<file path="src/rtl/clk_gen_pkg.sv">
// Shared types and ratio helpers for the clk_generator divider.
package clk_gen_pkg;

  localparam int unsigned DIV_W_DEFAULT = 16;
  // Helpers work on a fixed 32-bit argument so any DIV_W up to 32 can use them.
  localparam int unsigned FN_W          = 32;

  typedef enum logic {
    ST_IDLE = 1'b0,
    ST_RUN  = 1'b1
  } run_state_e;

  // Ratios below 2 cannot produce both a high and a low phase.
  function automatic logic [FN_W-1:0] div_clamp(input logic [FN_W-1:0] d);
    return (d < FN_W'(2)) ? FN_W'(2) : d;
  endfunction

  // ceil(d/2), one bit wider than the argument so d = all-ones cannot overflow.
  function automatic logic [FN_W:0] high_cycles(input logic [FN_W-1:0] d);
    return ({1'b0, d} + (FN_W+1)'(1)) >> 1;
  endfunction

endpackage

</file>
<file path="src/rtl/clk_gen_lock_mon.sv">
// Counts completed sys_clk periods and raises locked once enough have elapsed.
module clk_gen_lock_mon
  import clk_gen_pkg::*;
#(
  parameter int unsigned LOCK_PERIODS = 4
) (
  input  logic clk,
  input  logic rst,
  input  logic period_done_i,
  input  logic clear_i,
  output logic locked_o
);

  localparam int unsigned CNT_W = $clog2(LOCK_PERIODS + 1);

  logic [CNT_W-1:0] cnt_q, cnt_d;
  logic             locked_q, locked_d;

  always_ff @(posedge clk or posedge rst) begin
    if (rst) begin
      cnt_q    <= '0;
      locked_q <= 1'b0;
    end else begin
      cnt_q    <= cnt_d;
      locked_q <= locked_d;
    end
  end

  // Saturating count; clear has priority over a coincident period pulse.
  always_comb begin
    cnt_d    = cnt_q;
    locked_d = locked_q;
    if (clear_i) begin
      cnt_d    = '0;
      locked_d = 1'b0;
    end else if (period_done_i && (cnt_q != CNT_W'(LOCK_PERIODS))) begin
      cnt_d    = cnt_q + CNT_W'(1);
      locked_d = (cnt_d == CNT_W'(LOCK_PERIODS));
    end
  end

  assign locked_o = locked_q;

endmodule

</file>
<file path="src/rtl/clk_generator.sv">
// Programmable integer clock divider with registered output, edge strobes,
// boundary-synchronous reconfiguration and a lock indicator.
module clk_generator
  import clk_gen_pkg::*;
#(
  parameter int unsigned DIV_W        = DIV_W_DEFAULT,
  parameter int unsigned DEFAULT_DIV  = 2,
  parameter int unsigned LOCK_PERIODS = 4
) (
  input  logic             clk,
  input  logic             rst,
  input  logic             en,
  input  logic [DIV_W-1:0] cfg_div,
  input  logic             cfg_load,
  output logic             cfg_busy,
  output logic [DIV_W-1:0] cur_div,
  output logic             sys_clk,
  output logic             sys_clk_rise,
  output logic             sys_clk_fall,
  output logic             locked
);

  localparam logic [DIV_W-1:0] RST_DIV = DIV_W'(div_clamp(FN_W'(DEFAULT_DIV)));

  run_state_e       state_q, state_d;
  logic [DIV_W-1:0] cnt_q, cnt_d;
  logic [DIV_W-1:0] cur_div_q, cur_div_d;
  logic [DIV_W-1:0] pend_q, pend_d;
  logic             busy_q, busy_d;
  logic             sys_clk_q, sys_clk_d;
  logic             rise_q, rise_d;
  logic             fall_q, fall_d;
  logic [DIV_W:0]   hi_c;
  logic             wrap_c;
  logic             period_done_c;
  logic             lock_clr_c;

  assign hi_c   = (DIV_W+1)'(high_cycles(FN_W'(cur_div_q)));
  assign wrap_c = (state_q == ST_RUN) && (cnt_q == (cur_div_q - DIV_W'(1)));

  always_ff @(posedge clk or posedge rst) begin
    if (rst) begin
      state_q   <= ST_IDLE;
      cnt_q     <= '0;
      cur_div_q <= RST_DIV;
      pend_q    <= '0;
      busy_q    <= 1'b0;
      sys_clk_q <= 1'b0;
      rise_q    <= 1'b0;
      fall_q    <= 1'b0;
    end else begin
      state_q   <= state_d;
      cnt_q     <= cnt_d;
      cur_div_q <= cur_div_d;
      pend_q    <= pend_d;
      busy_q    <= busy_d;
      sys_clk_q <= sys_clk_d;
      rise_q    <= rise_d;
      fall_q    <= fall_d;
    end
  end

  // A pending ratio is only applied when a period starts, so a load coinciding
  // with a boundary stays pending (busy_q still low) until the next one.
  always_comb begin
    state_d       = state_q;
    cnt_d         = cnt_q;
    cur_div_d     = cur_div_q;
    pend_d        = pend_q;
    busy_d        = busy_q;
    sys_clk_d     = sys_clk_q;
    period_done_c = 1'b0;
    lock_clr_c    = 1'b0;

    if (cfg_load) begin
      pend_d = DIV_W'(div_clamp(FN_W'(cfg_div)));
      busy_d = 1'b1;
    end

    case (state_q)
      ST_IDLE: begin
        if (en) begin
          state_d    = ST_RUN;
          cnt_d      = '0;
          sys_clk_d  = 1'b1;
          lock_clr_c = 1'b1;
          if (busy_q) begin
            cur_div_d = pend_q;
            busy_d    = cfg_load;
          end
        end
      end
      ST_RUN: begin
        if (wrap_c) begin
          cnt_d = '0;
          if (!en) begin
            state_d    = ST_IDLE;
            sys_clk_d  = 1'b0;
            lock_clr_c = 1'b1;
          end else begin
            sys_clk_d = 1'b1;
            if (busy_q) begin
              cur_div_d  = pend_q;
              busy_d     = cfg_load;
              lock_clr_c = 1'b1;
            end else begin
              period_done_c = 1'b1;
            end
          end
        end else begin
          cnt_d     = cnt_q + DIV_W'(1);
          sys_clk_d = ({1'b0, cnt_d} < hi_c);
        end
      end
      default: state_d = ST_IDLE;
    endcase
  end

  // Strobes derive from the registered edge, so they can never repeat back to back.
  assign rise_d = ~sys_clk_q & sys_clk_d;
  assign fall_d = sys_clk_q & ~sys_clk_d;

  clk_gen_lock_mon #(
    .LOCK_PERIODS(LOCK_PERIODS)
  ) u_lock_mon (
    .clk          (clk),
    .rst          (rst),
    .period_done_i(period_done_c),
    .clear_i      (lock_clr_c),
    .locked_o     (locked)
  );

  assign cfg_busy     = busy_q;
  assign cur_div      = cur_div_q;
  assign sys_clk      = sys_clk_q;
  assign sys_clk_rise = rise_q;
  assign sys_clk_fall = fall_q;

endmodule

</file>
<file path="config.mk">
export PLATFORM = sky130hd
export DESIGN_NAME = clk_generator
export DESIGN_NICKNAME = d
export VERILOG_FILES = /design/src/rtl/clk_gen_pkg.sv /design/src/rtl/clk_gen_lock_mon.sv /design/src/rtl/clk_generator.sv
export SDC_FILE = /design/constraint.sdc
export NUM_CORES = 1
export LEC_CHECK = 0
export CAP_MARGIN = 20
export CORE_ASPECT_RATIO = 1.1
export CORE_MARGIN = 2
export CORE_UTILIZATION = 59
export CTS_BUF_LIST = sky130_fd_sc_hd__clkbuf_8
export DETAILED_ROUTE_END_ITERATION = 8
export HOLD_SLACK_MARGIN = 0.15
export PLACE_DENSITY = 0.9
export RECOVER_POWER = 50
export SYNTH_ARGS = -nofsm -noshare
export SYNTH_HDL_FRONTEND = slang
export SYNTH_SLANG_ARGS = --single-unit
export TNS_END_PERCENT = 50
</file>
<file path="constraint.sdc">
create_clock -name clk -period 4.05 [get_ports clk]
set_input_delay 0.81 -clock clk [delete_from_list [all_inputs] [get_ports clk]]
set_output_delay 0.81 -clock clk [all_outputs]
set_load 0.02 [all_outputs]
</file>
Word-level counts from Yosys, hierarchy flattened
Cells that the tools add are included.
- shift operators: 0
- divide/modulo/power cells: 0
- $mul: 0
- bitwise gates (word level): 5
- muxes and demuxes: 31
- $add $sub $neg: 4
- equal/unequal tests: 5
- $lt $le $gt $ge: 2
- reductions and logical operators: 3
- operator list (cell ; number):
    16-bit 2-to-1 mux ; 6
    16-bit case mux with 2 select lines ; 2
    16-bit by 1-bit adder with 17-bit output, second input constant ; 1
    1-bit 2-to-1 mux ; 17
    16-bit by 1-bit adder with 16-bit output, second input constant ; 1
    16-bit == test ; 1
    16-bit < comparator ; 1
    16-bit by 2-bit < comparator with 1-bit output, second input constant ; 1
    16-bit by 1-bit subtractor with 16-bit output, second input constant ; 1
    1-bit case mux with 2 select lines ; 4
    3-bit 2-to-1 mux ; 2
    3-bit by 1-bit adder with 3-bit output, second input constant ; 1
    3-bit == test, second input constant ; 1
    3-bit inequality test, second input constant ; 1
    1-bit inverter ; 3
    1-bit AND ; 2
    1-bit logical AND ; 2
    2-bit by 1-bit inequality test with 1-bit output, second input constant ; 1
    2-bit inequality test, second input constant ; 1
    2-bit nonzero test ; 1
- logic and storage cells: 60
- memory bits (writable): 0
- output and inout bits: 21
- bits in latches: 0
- bits in read-only memories: 0
- memories kept: 0
- register bits: 57

Logic depth before layout (Yosys ltp)
Gate-level depths: netlist of run 1.
- word-level depth: 8
- gate-level depth with buffers: 15
- gate-level depth less buffers: 14

Modules after synthesis
Synthesis of run 1 repeated with hierarchy kept, for this count alone.
- cell total of the unflattened synthesis: 406
- area total of the unflattened synthesis: 3922.5 sq um
- by module, submodules not included (module ; cells each ; times used ; area an instance (sq um)):
    clk_generator ; 384 ; 1 ; 3689.8
    clk_gen_lock_mon ; 22 ; 1 ; 232.7

Worst setup path before layout of run 1
No wires, ideal clock.
- path kind: register to register
- start: reg cur_div_q[4], in the netlist cur_div[4]
- end: reg cur_div_q[15], in the netlist cur_div[15]
- data required time: 3925 ps
- arrival: 3460 ps
- clock period less this slack: 3586 ps
- stages on the path, launching flop included: 12
- path slack: 464 ps
- cell sequence: dfrtp_1 buf_2 or4_1 buf_2 or4_4 nor3_1 o221ai_1 or4_4 o21ai_4 nand3_4 buf_6 mux2_4
- word-level cells in the longest chain between the ends: 4
- RTL lines (what ; RTL line ; source):
    start: declaration ; clk_generator.sv:27 ; logic [DIV_W-1:0] cur_div_q, cur_div_d;
    start signal: assignment ; clk_generator.sv:54 ; cur_div_q <= cur_div_d;
    16-bit by 1-bit subtractor with 16-bit output ; clk_generator.sv:39 ; assign wrap_c = (state_q == ST_RUN) && (cnt_q == (cur_div_q - DIV_W'(1)));
    16-bit == test ; clk_generator.sv:39 ;
    1-bit logical AND ; clk_generator.sv:39 ;
    2-bit by 1-bit inequality test with 1-bit output (no line) ; n/a ;
No other way between the ends.
A chain may end at the register's enable or synchronous reset.

Worst setup path after layout of run 1
- start: reg cur_div_q[0], in the netlist cur_div[0]
- end: reg cur_div_q[9], in the netlist cur_div[9]
Same word-level chain as after synthesis.

==> results.sh, run 1 <==
export IMPL_outcome="finished clean"
export IMPL_core_sq_um=6230
export IMPL_diodes=0
export IMPL_slew_headroom=0.161
export IMPL_worstHoldEndpoint="sys_clk_rise$_DFF_PP0_"
export IMPL_rsz0062_at_grt="no"
export IMPL_layout_drive_gt1_share=0.132
export IMPL_cts_clk_slew_worst_paths_ns=0.06
export IMPL_hold_depth=1
export IMPL_slowest_delay_ns=0.69
export IMPL_fp_dieH_microns=88.5
export IMPL_grt_pass1_vias=3184
export IMPL_worstMarginPinSlew_ns=1.26
export IMPL_antenna_found_initial=0
export IMPL_async_reset_ff_frac=1.00
export IMPL_nNetsFinal=476
export IMPL_root_buffer="clkbuf_8"
export IMPL_synth_cells=405
export IMPL_synth_nets=446
export IMPL_rr_worst_depth=10
export IMPL_vias=3122
export IMPL_clock_sinks=57
export IMPL_syn_area_per_cell_sq_um=9.46
export IMPL_startpoint_type="flip-flop"
export IMPL_power_density_nw_per_um2=289
export IMPL_cts_buffers=9
export IMPL_synth_main_ff_cell="dfrtp_1"
export IMPL_max_freq_ghz=0.273
export IMPL_ys_types=56
export IMPL_portBuffers=40
export IMPL_fin_skew_ns=0.00981
export IMPL_p_comb_frac=0.042
export IMPL_ys_seq_elements=57
export IMPL_post_dp_hpwl_microns=6220
export IMPL_peakVddDrop_mv=0.301
export IMPL_hold_start="sys_clk$_DFF_PP0_"
export IMPL_yosysWarnings=0
export IMPL_end_kind="flip-flop"
export IMPL_netlist_area_sq_um=3830
export IMPL_io_pins=41
export IMPL_cts_tree="yes"
export IMPL_wl_per_cell_microns=17.0
export IMPL_setup_viol=0
export IMPL_fin_ws_ns=0.385
export IMPL_synth_edf_count=0
export IMPL_detail_route_antenna_nets=0
export IMPL_worst_setup_path_type="reg2reg"
export IMPL_num_rows=30
export IMPL_die_x_microns=80.8
export IMPL_crit_family="simple AND/OR/NAND/NOR gates"
export IMPL_placed_cells=504
export IMPL_crit_path_max_fanout=16
export IMPL_final_common_cell="dfrtp_1"
export IMPL_period_share=0.905
export IMPL_crit_required_ns=4.27
export IMPL_gp_congestion=0.957
export IMPL_hold_class="reg2reg"
export IMPL_post_cts_buffers=0
export IMPL_htree_num_levels=3
export IMPL_initial_core_util=0.615
export IMPL_r2r_end="cur_div[9]$_DFFE_PP0P_"
export IMPL_critical_path_buf_inv_count=1
export IMPL_clk_latency_ns=0.35
export IMPL_cp_cell_sequence="inv_1 > ha_1 > or4b_2 > nor4_2 > mux2_2 > o22ai_1 > o21ai_1 > o21ai_4 > nand3_4 > mux2_1"
export IMPL_intPower_mw=1.04
export IMPL_grt_max_degree=36
export IMPL_arrival_ns=3.89
export IMPL_crit_slowest_cell="or4b_2"
export IMPL_drcViolationCount=0
export IMPL_wl_microns=8820
export IMPL_hold_viol=0
export IMPL_yosysSeqAreaShare=0.373
export IMPL_fin_tns_setup_ns=0
export IMPL_drv_cap=0
export IMPL_ctsHoldBuffers=0
export IMPL_switching_share=0.203
export IMPL_drt_first_pass_iters=4
export IMPL_ff2ff_setup_slack_ns=0.39
export IMPL_pre_cts_ws_ns=0.296
export IMPL_grt_pass1_wl_microns=15200
export IMPL_area_growth_pct=17.5
export IMPL_sequentialPowerShare=0.456
export IMPL_layout_common_cells="56 x dfrtp_1, 48 x nand2_1, 38 x clkdlybuf4s50_1, 27 x xnor2_1, 23 x nor2_1"
export IMPL_drtIter0Drc=204
export IMPL_p_leak_nw=1.89
export IMPL_r2r_start="cur_div[0]$_DFFE_PP0P_"
export IMPL_final_cells=520
export IMPL_p_clk_frac=0.502
export IMPL_clk_path_buf_depth=2
export IMPL_power_switching_mw=0.264
export IMPL_crit_path_start="cur_div[0]$_DFFE_PP0P_"
export IMPL_grt_overflow_total=0
export IMPL_drv_slew=0
export IMPL_finalPower_mw=1.30
export IMPL_vias_per_cell=6.00
export IMPL_period_needed_ns=3.66
export IMPL_grt_usage=0.277
export IMPL_die_area_sq_um=7150
-- per-stage QoR --
| step | hold WS, ns | area (sq um) | utilization |
|---|---|---|---|
| after floorplan | 0.454 | 3830 | - |
| after global placement | 0.467 | 4250 | 0.683 |
| after detailed placement | 0.476 | 4250 | 0.683 |
| after CTS | 0.484 | 4500 | 0.722 |
| after global routing | 0.513 | 4500 | 0.722 |
| final | 0.495 | 4500 | 0.722 |
-- flip-flops by register name, indices dropped and copies added, names as in the netlist --
signal               count
cur_div                 16
u_lock_mon.cnt_q         3
sys_clk_rise             1
cnt_q                   16
u_lock_mon.locked_o      1
pend_q                  16
state_q                  1
sys_clk_fall             1
cfg_busy                 1
sys_clk                  1
-- layout make-up --
class / instances / area [sq um]
flip-flops and latches: 57 / 1430
repair buffers: 44 / 427
fillers: 423 / 1730
inverters: 15 / 56.3
clock buffers: 10 / 138
clock inverters: 6 / 106
multi-input cells: 308 / 2250
well taps: 80 / 100
-- what timing repair did --
action,in CTS,in global routing
gates resized for setup,0,1
setup endpoints to repair,0,1
hold endpoints to repair,0,0
-- worst max-delay path by stage --
stage                               to  slack [ns]  cells after the start
4_1_cts         cur_div[9]$_DFFE_PP0P_        0.28                     10
2_1_floorplan  cur_div[15]$_DFFE_PP0P_        0.46                     11
3_3_place_gp    cur_div[9]$_DFFE_PP0P_        0.53                     10
3_5_place_dp    cur_div[9]$_DFFE_PP0P_        0.30                     10
5_1_grt         cur_div[9]$_DFFE_PP0P_        0.17                     10
6_report        cur_div[9]$_DFFE_PP0P_        0.39                     10
-- synthesized netlist by cell type (all sizes together), types with 2 or more instances --
cell | n | share of area
nor2 | 23 | 0.023
or3 | 2 | 0.0033
mux2 | 31 | 0.10
nor3b | 3 | 0.0059
a21oi | 8 | 0.010
xnor2 | 27 | 0.062
a2111oi | 3 | 0.0069
or4 | 7 | 0.016
or4b | 2 | 0.0052
nor4 | 9 | 0.015
o22ai | 2 | 0.0033
dfrtp | 56 | 0.37
nand3 | 17 | 0.025
o2111ai | 2 | 0.0046
a21o | 5 | 0.0098
nand2 | 48 | 0.047
xor2 | 15 | 0.034
nor2b | 4 | 0.0065
buf | 8 | 0.011
nand2b | 17 | 0.028
nor3 | 14 | 0.020
nand4 | 5 | 0.0082
o21ai | 10 | 0.016
mux2i | 6 | 0.016
clkbuf | 17 | 0.017
and3 | 9 | 0.015
o211ai | 2 | 0.0039
ha | 21 | 0.069
inv | 15 | 0.015
-- cells by family (layout without fill, tap and decap cells) --
group,after synthesis,count (layout),synth area share
flip-flops,57,57,0.373
AND/OR/NAND/NOR,164,164,0.224
buffers and inverters,40,75,0.0425
multiplexers,37,37,0.116
AO/OA/AOI/OAI,44,44,0.0804
adder cells (fa/ha/maj),21,21,0.0686
XOR/XNOR,42,42,0.0960
-- power groups by stage --
stage | registers, mW | clock network, mW | logic [mW]
detailed placement | 0.604 | 0 | 0.0573
global route | 0.595 | 0.688 | 0.0619
floorplan | 0.601 | 0 | 0.0306
CTS | 0.593 | 0.658 | 0.0575
finish | 0.593 | 0.653 | 0.0553
global placement | 0.603 | 0 | 0.0551
-- routing by layer --
| metal | part of all wire | track usage | vias to the layer above |
|---|---|---|---|
| met4 | 0.035 | 0.154 | 0 |
| met3 | 0.052 | 0.0592 | 29 |
| met2 | 0.50 | 0.451 | 122 |
| met5 | 0 | 0 | - |
| li1 | - | - | 1478 |
| met1 | 0.41 | 0.344 | 1493 |
-- worst reg2reg max path, stage by stage (launching register included) --
cell	delay (ns)
dfrtp_1	0.46
inv_1	0.14
ha_1	0.21
or4b_2	0.69
nor4_2	0.42
mux2_2	0.39
o22ai_1	0.21
o21ai_1	0.16
o21ai_4	0.18
nand3_4	0.27
mux2_1	0.42
(Power assumes the default switching activity.)
==> run 2, diff against run 1 <==
--- a/config.mk
+++ b/config.mk
@@ -8,11 +8,11 @@
 export CAP_MARGIN = 20
 export CORE_ASPECT_RATIO = 1.1
 export CORE_MARGIN = 2
-export CORE_UTILIZATION = 59
+export CORE_UTILIZATION = 35
 export CTS_BUF_LIST = sky130_fd_sc_hd__clkbuf_8
 export DETAILED_ROUTE_END_ITERATION = 8
 export HOLD_SLACK_MARGIN = 0.15
-export PLACE_DENSITY = 0.9
+export PLACE_DENSITY = 0.61
 export RECOVER_POWER = 50
 export SYNTH_ARGS = -nofsm -noshare
 export SYNTH_HDL_FRONTEND = slang
==> results.sh, run 2 (synthesis gave the netlist of run 1 again) <==
export IMPL_wl_per_cell_microns=14.3
export IMPL_drcViolationCount=0
export IMPL_final_common_cell="dfrtp_1"
export IMPL_drtIter0Drc=112
export IMPL_peakVddDrop_mv=0.202
export IMPL_clk_latency_ns=0.35
export IMPL_clk_path_buf_depth=2
export IMPL_power_density_nw_per_um2=294
export IMPL_num_rows=40
export IMPL_setup_viol=0
export IMPL_wl_microns=8390
export IMPL_worst_setup_path_type="reg2reg"
export IMPL_r2r_start="cur_div[0]$_DFFE_PP0P_"
export IMPL_gp_congestion=0.872
export IMPL_ctsResizeCount=0
export IMPL_place_area_sq_um=4340
export IMPL_drv_cap=0
export IMPL_grt_usage=0.153
export IMPL_ctsHoldBuffers=0
export IMPL_nNetsFinal=476
export IMPL_vias_per_cell=5.10
export IMPL_grt_max_degree=38
export IMPL_design_area_sq_um=4590
export IMPL_area_growth_pct=19.9
export IMPL_portBuffers=40
export IMPL_core_sq_um=10800
export IMPL_p_leak_nw=1.90
export IMPL_r2r_end="cur_div[9]$_DFFE_PP0P_"
export IMPL_post_dp_hpwl_microns=6350
export IMPL_period_needed_ns=3.70
export IMPL_period_share=0.913
export IMPL_cts_buffers=9
export IMPL_n_fill_cell=1073
export IMPL_ff2ff_setup_slack_ns=0.35
export IMPL_drv_slew=0
export IMPL_post_cts_buffers=0
export IMPL_fin_tns_setup_ns=0
export IMPL_antenna_found_initial=0
export IMPL_worstMarginPinSlew_ns=1.37
export IMPL_arrival_ns=3.93
export IMPL_finalPower_mw=1.35
export IMPL_postLayoutCoreUtil=0.425
export IMPL_outcome="finished clean"
export IMPL_hold_class="reg2reg"
export IMPL_rsz0062_at_grt="no"
export IMPL_root_buffer="clkbuf_8"
export IMPL_grt_pass1_vias=2963
export IMPL_hold_viol=0
export IMPL_rr_worst_depth=10
export IMPL_drt_first_pass_iters=4
export IMPL_detail_route_antenna_nets=0
export IMPL_vias=2991
export IMPL_startpoint_type="flip-flop"
export IMPL_initial_core_util=0.354
export IMPL_htree_num_levels=3
export IMPL_slowest_delay_ns=0.68
export IMPL_crit_end="cur_div[9]$_DFFE_PP0P_"
export IMPL_end_kind="flip-flop"
export IMPL_io_pins=41
export IMPL_slew_headroom=0.0866
export IMPL_final_cells=587
export IMPL_crit_slowest_cell="or4b_2"
export IMPL_cts_tree="yes"
export IMPL_diodes=0
export IMPL_max_freq_ghz=0.270
export IMPL_layout_drive_gt1_share=0.130
export IMPL_fp_dieH_microns=114
export IMPL_die_area_sq_um=11800
export IMPL_crit_path_max_fanout=16
export IMPL_clock_sinks=57
export IMPL_die_x_microns=104
export IMPL_fin_skew_ns=0.00933
export IMPL_grt_overflow_total=0
export IMPL_crit_path_start="cur_div[0]$_DFFE_PP0P_"
export IMPL_crit_required_ns=4.28
export IMPL_placed_cells=571
export IMPL_cts_clk_slew_worst_paths_ns=0.07
export IMPL_layout_common_cells="56 x dfrtp_1, 48 x nand2_1, 38 x clkdlybuf4s50_1, 27 x xnor2_1, 23 x nor2_1"
export IMPL_grt_pass1_wl_microns=14400
export IMPL_cp_cell_sequence="inv_1 > ha_1 > or4b_2 > nor4_1 > mux2_2 > o22ai_1 > o21ai_1 > o21ai_4 > nand3_4 > mux2_1"
[run 2: changes by cell type in the layout (fill, tap and decap cells not counted), sizes merged]
cell      delta
clkbuf       -1
bufinv       +1
clkinvlp     -1
clkinv       +1
[run 2: how the worst min path moves through the flow]
stage | from | end | slack, ns | depth (start not counted)
floorplan | pend_q[9]$_DFFE_PP0P_ | cur_div[9]$_DFFE_PP0P_ | 0.45 | 1
global placement | sys_clk$_DFF_PP0_ | sys_clk_rise$_DFF_PP0_ | 0.46 | 1
detailed placement | sys_clk$_DFF_PP0_ | sys_clk_rise$_DFF_PP0_ | 0.47 | 1
CTS | sys_clk$_DFF_PP0_ | sys_clk_rise$_DFF_PP0_ | 0.48 | 1
global route | sys_clk$_DFF_PP0_ | sys_clk_rise$_DFF_PP0_ | 0.52 | 1
finish | sys_clk$_DFF_PP0_ | sys_clk_rise$_DFF_PP0_ | 0.47 | 1
[run 2: report_power, final]
| part | total [mW] | switching, mW | internal [mW] |
|---|---|---|---|
| sequential | 0.593 | 0.00773 | 0.585 |
| clock | 0.701 | 0.235 | 0.466 |
| combinational | 0.0551 | 0.0243 | 0.0308 |
| total | 1.35 | 0.267 | 1.08 |
[run 2: final cells by class]
class,count,area [sq um],share of cell area
timing repair buffer,44,427,0.0929
tap,147,184,0.0401
clock inverter,7,134,0.0292
multi-input combinational,308,2240,0.488
sequential,57,1430,0.311
inverter,15,56.3,0.0123
clock buffer,9,124,0.0270
[run 2: metrics by stage]
stage	hold WS (ns)	setup WS [ns]
floorplan	0.454	0.464
global placement	0.462	0.490
detailed placement	0.467	0.363
CTS	0.478	0.342
global route	0.521	0.109
finish	0.475	0.353
[run 2: worst max-delay path, delay by kind of cell (launching register included)]
kind	cells	cell delay, ns
adder cells (fa/ha/maj)	1	0.21
multiplexers	2	0.80
flip-flops	1	0.46
AO/OA/AOI/OAI	3	0.52
buffers and inverters	1	0.13
AND/OR/NAND/NOR	3	1.46
[run 2: layer usage]
metal / track usage / vias up / wire, microns
met5: 0 / - / 0
met4: 0.0568 / 0 / 129
met3: 0.0377 / 11 / 291
met2: 0.257 / 54 / 4150
met1: 0.193 / 1442 / 3820
li1: - / 1484 / -
==> run 3, diff against run 2 <==
--- a/config.mk
+++ b/config.mk
@@ -12,6 +12,7 @@
 export CTS_BUF_LIST = sky130_fd_sc_hd__clkbuf_8
 export DETAILED_ROUTE_END_ITERATION = 8
 export HOLD_SLACK_MARGIN = 0.15
+export MAX_ROUTING_LAYER = met4
 export PLACE_DENSITY = 0.61
 export RECOVER_POWER = 50
 export SYNTH_ARGS = -nofsm -noshare
==> results.sh, run 3 (synthesis gave the netlist of run 1 again) <==
export IMPL_die_x_microns=104
export IMPL_crit_required_ns=4.28
export IMPL_regArea_sq_um=1430
export IMPL_critical_path_buf_inv_count=1
export IMPL_clk_path_buf_depth=2
export IMPL_io_pins=41
export IMPL_post_dp_hpwl_microns=6350
export IMPL_design_area_sq_um=4590
export IMPL_slowest_delay_ns=0.68
export IMPL_cts_clk_slew_worst_paths_ns=0.07
export IMPL_portBuffers=40
export IMPL_hold_class="reg2reg"
export IMPL_cp_cell_sequence="inv_1 > ha_1 > or4b_2 > nor4_1 > mux2_2 > o22ai_1 > o21ai_1 > o21ai_4 > nand3_4 > mux2_1"
export IMPL_period_share=0.914
export IMPL_area_growth_pct=19.9
export IMPL_detail_route_antenna_nets=0
export IMPL_num_rows=40
export IMPL_antenna_found_initial=0
export IMPL_vias_per_cell=5.09
export IMPL_drtIter0Drc=97
export IMPL_finalPower_mw=1.35
export IMPL_wl_microns=8420
export IMPL_grt_max_degree=38
export IMPL_layout_common_cells="56 x dfrtp_1, 48 x nand2_1, 38 x clkdlybuf4s50_1, 27 x xnor2_1, 23 x nor2_1"
export IMPL_max_freq_ghz=0.270
export IMPL_fin_tns_setup_ns=0
export IMPL_startpoint_type="flip-flop"
export IMPL_die_area_sq_um=11800
export IMPL_peakVddDrop_mv=0.202
export IMPL_grt_pass1_wl_microns=14400
export IMPL_drv_slew=0
export IMPL_outcome="finished clean"
export IMPL_fin_skew_ns=0.00941
export IMPL_post_cts_buffers=0
export IMPL_period_needed_ns=3.70
export IMPL_grt_pass1_vias=2957
export IMPL_drcViolationCount=0
export IMPL_rsz0062_at_grt="no"
export IMPL_final_common_cell="dfrtp_1"
export IMPL_hold_viol=0
export IMPL_core_sq_um=10800
export IMPL_end_kind="flip-flop"
export IMPL_crit_path_max_fanout=16
export IMPL_root_buffer="clkbuf_8"
export IMPL_setup_viol=0
export IMPL_cts_tree="yes"
export IMPL_htree_num_levels=3
export IMPL_power_density_nw_per_um2=294
export IMPL_arrival_ns=3.93
export IMPL_worst_setup_path_type="reg2reg"
export IMPL_gp_congestion=0.886
export IMPL_p_leak_nw=1.90
export IMPL_ctsResizeCount=0
export IMPL_worstMarginPinSlew_ns=1.38
export IMPL_grt_overflow_total=0
export IMPL_clk_latency_ns=0.34
export IMPL_initial_core_util=0.354
export IMPL_clock_sinks=57
export IMPL_ctsHoldBuffers=0
export IMPL_pre_cts_ws_ns=0.363
export IMPL_grt_usage=0.158
export IMPL_wl_per_cell_microns=14.3
export IMPL_fin_ws_ns=0.349
export IMPL_crit_slowest_cell="or4b_2"
export IMPL_fp_dieH_microns=114
export IMPL_multi_input_area_sq_um=2240
export IMPL_place_area_sq_um=4340
export IMPL_crit_family="simple AND/OR/NAND/NOR gates"
export IMPL_drt_first_pass_iters=5
export IMPL_hold_depth=1
export IMPL_rr_worst_depth=10
export IMPL_slew_headroom=0.0816
export IMPL_vias=2986
export IMPL_n_fill_cell=1073
export IMPL_diodes=0
export IMPL_layout_drive_gt1_share=0.130
export IMPL_drv_cap=0
export IMPL_cts_buffers=9
export IMPL_nNetsFinal=476
export IMPL_worst_path_stages=10
[run 3: cell counts in the layout (fill, tap and decap cells not counted)]
Identical to the previous run, type by type.
[run 3: area by class of cell]
type / instances / share of cell area
clock buffers: 9 / 0.0270
clock inverters: 7 / 0.0292
inverters: 15 / 0.0123
multi-input cells: 308 / 0.488
flip-flops and latches: 57 / 0.311
well taps: 147 / 0.0401
repair buffers: 44 / 0.0929
[run 3: power by group]
part           switching (mW)  internal, mW
clock                   0.234         0.466
combinational          0.0244        0.0308
sequential            0.00775         0.585
[run 3: per-layer routing]
layer / up-vias / global-route usage / part of all wire
met5: - / - / 0
met4: 0 / 0.0568 / 0.014
met2: 52 / 0.257 / 0.49
met3: 9 / 0.0377 / 0.034
li1: 1480 / - / -
met1: 1445 / 0.193 / 0.46
[run 3: worst reg2reg max path: cells and delay by family, from the launching register on]
kind / cells / cell delay (ns)
muxes: 2 / 0.81
DFF: 1 / 0.46
AOI/OAI and AO/OA: 3 / 0.52
buffers and inverters: 1 / 0.13
adders and majority gates: 1 / 0.21
and+or+nand+nor: 3 / 1.46
[run 3: path summary, 6_finish.rpt]
kind	from	end	slack, ns
max	cur_div[0]$_DFFE_PP0P_	cur_div[9]$_DFFE_PP0P_	0.35
min	sys_clk$_DFF_PP0_	sys_clk_rise$_DFF_PP0_	0.47
max reg2reg	cur_div[0]$_DFFE_PP0P_	cur_div[9]$_DFFE_PP0P_	0.35
min reg2reg	sys_clk$_DFF_PP0_	sys_clk_rise$_DFF_PP0_	0.47
max in group asynchronous	rst	state_q$_DFF_PP0_	1.08
min in group asynchronous	rst	cur_div[15]$_DFFE_PP0P_	1.31
[run 3: stage by stage]
step | hold WS, ns | cells | utilization
floorplan | 0.454 | 405 | -
global placement | 0.462 | 571 | 0.401
detailed placement | 0.467 | 571 | 0.401
CTS | 0.478 | 587 | 0.425
global route | 0.521 | 587 | 0.425
finish | 0.475 | 587 | 0.425
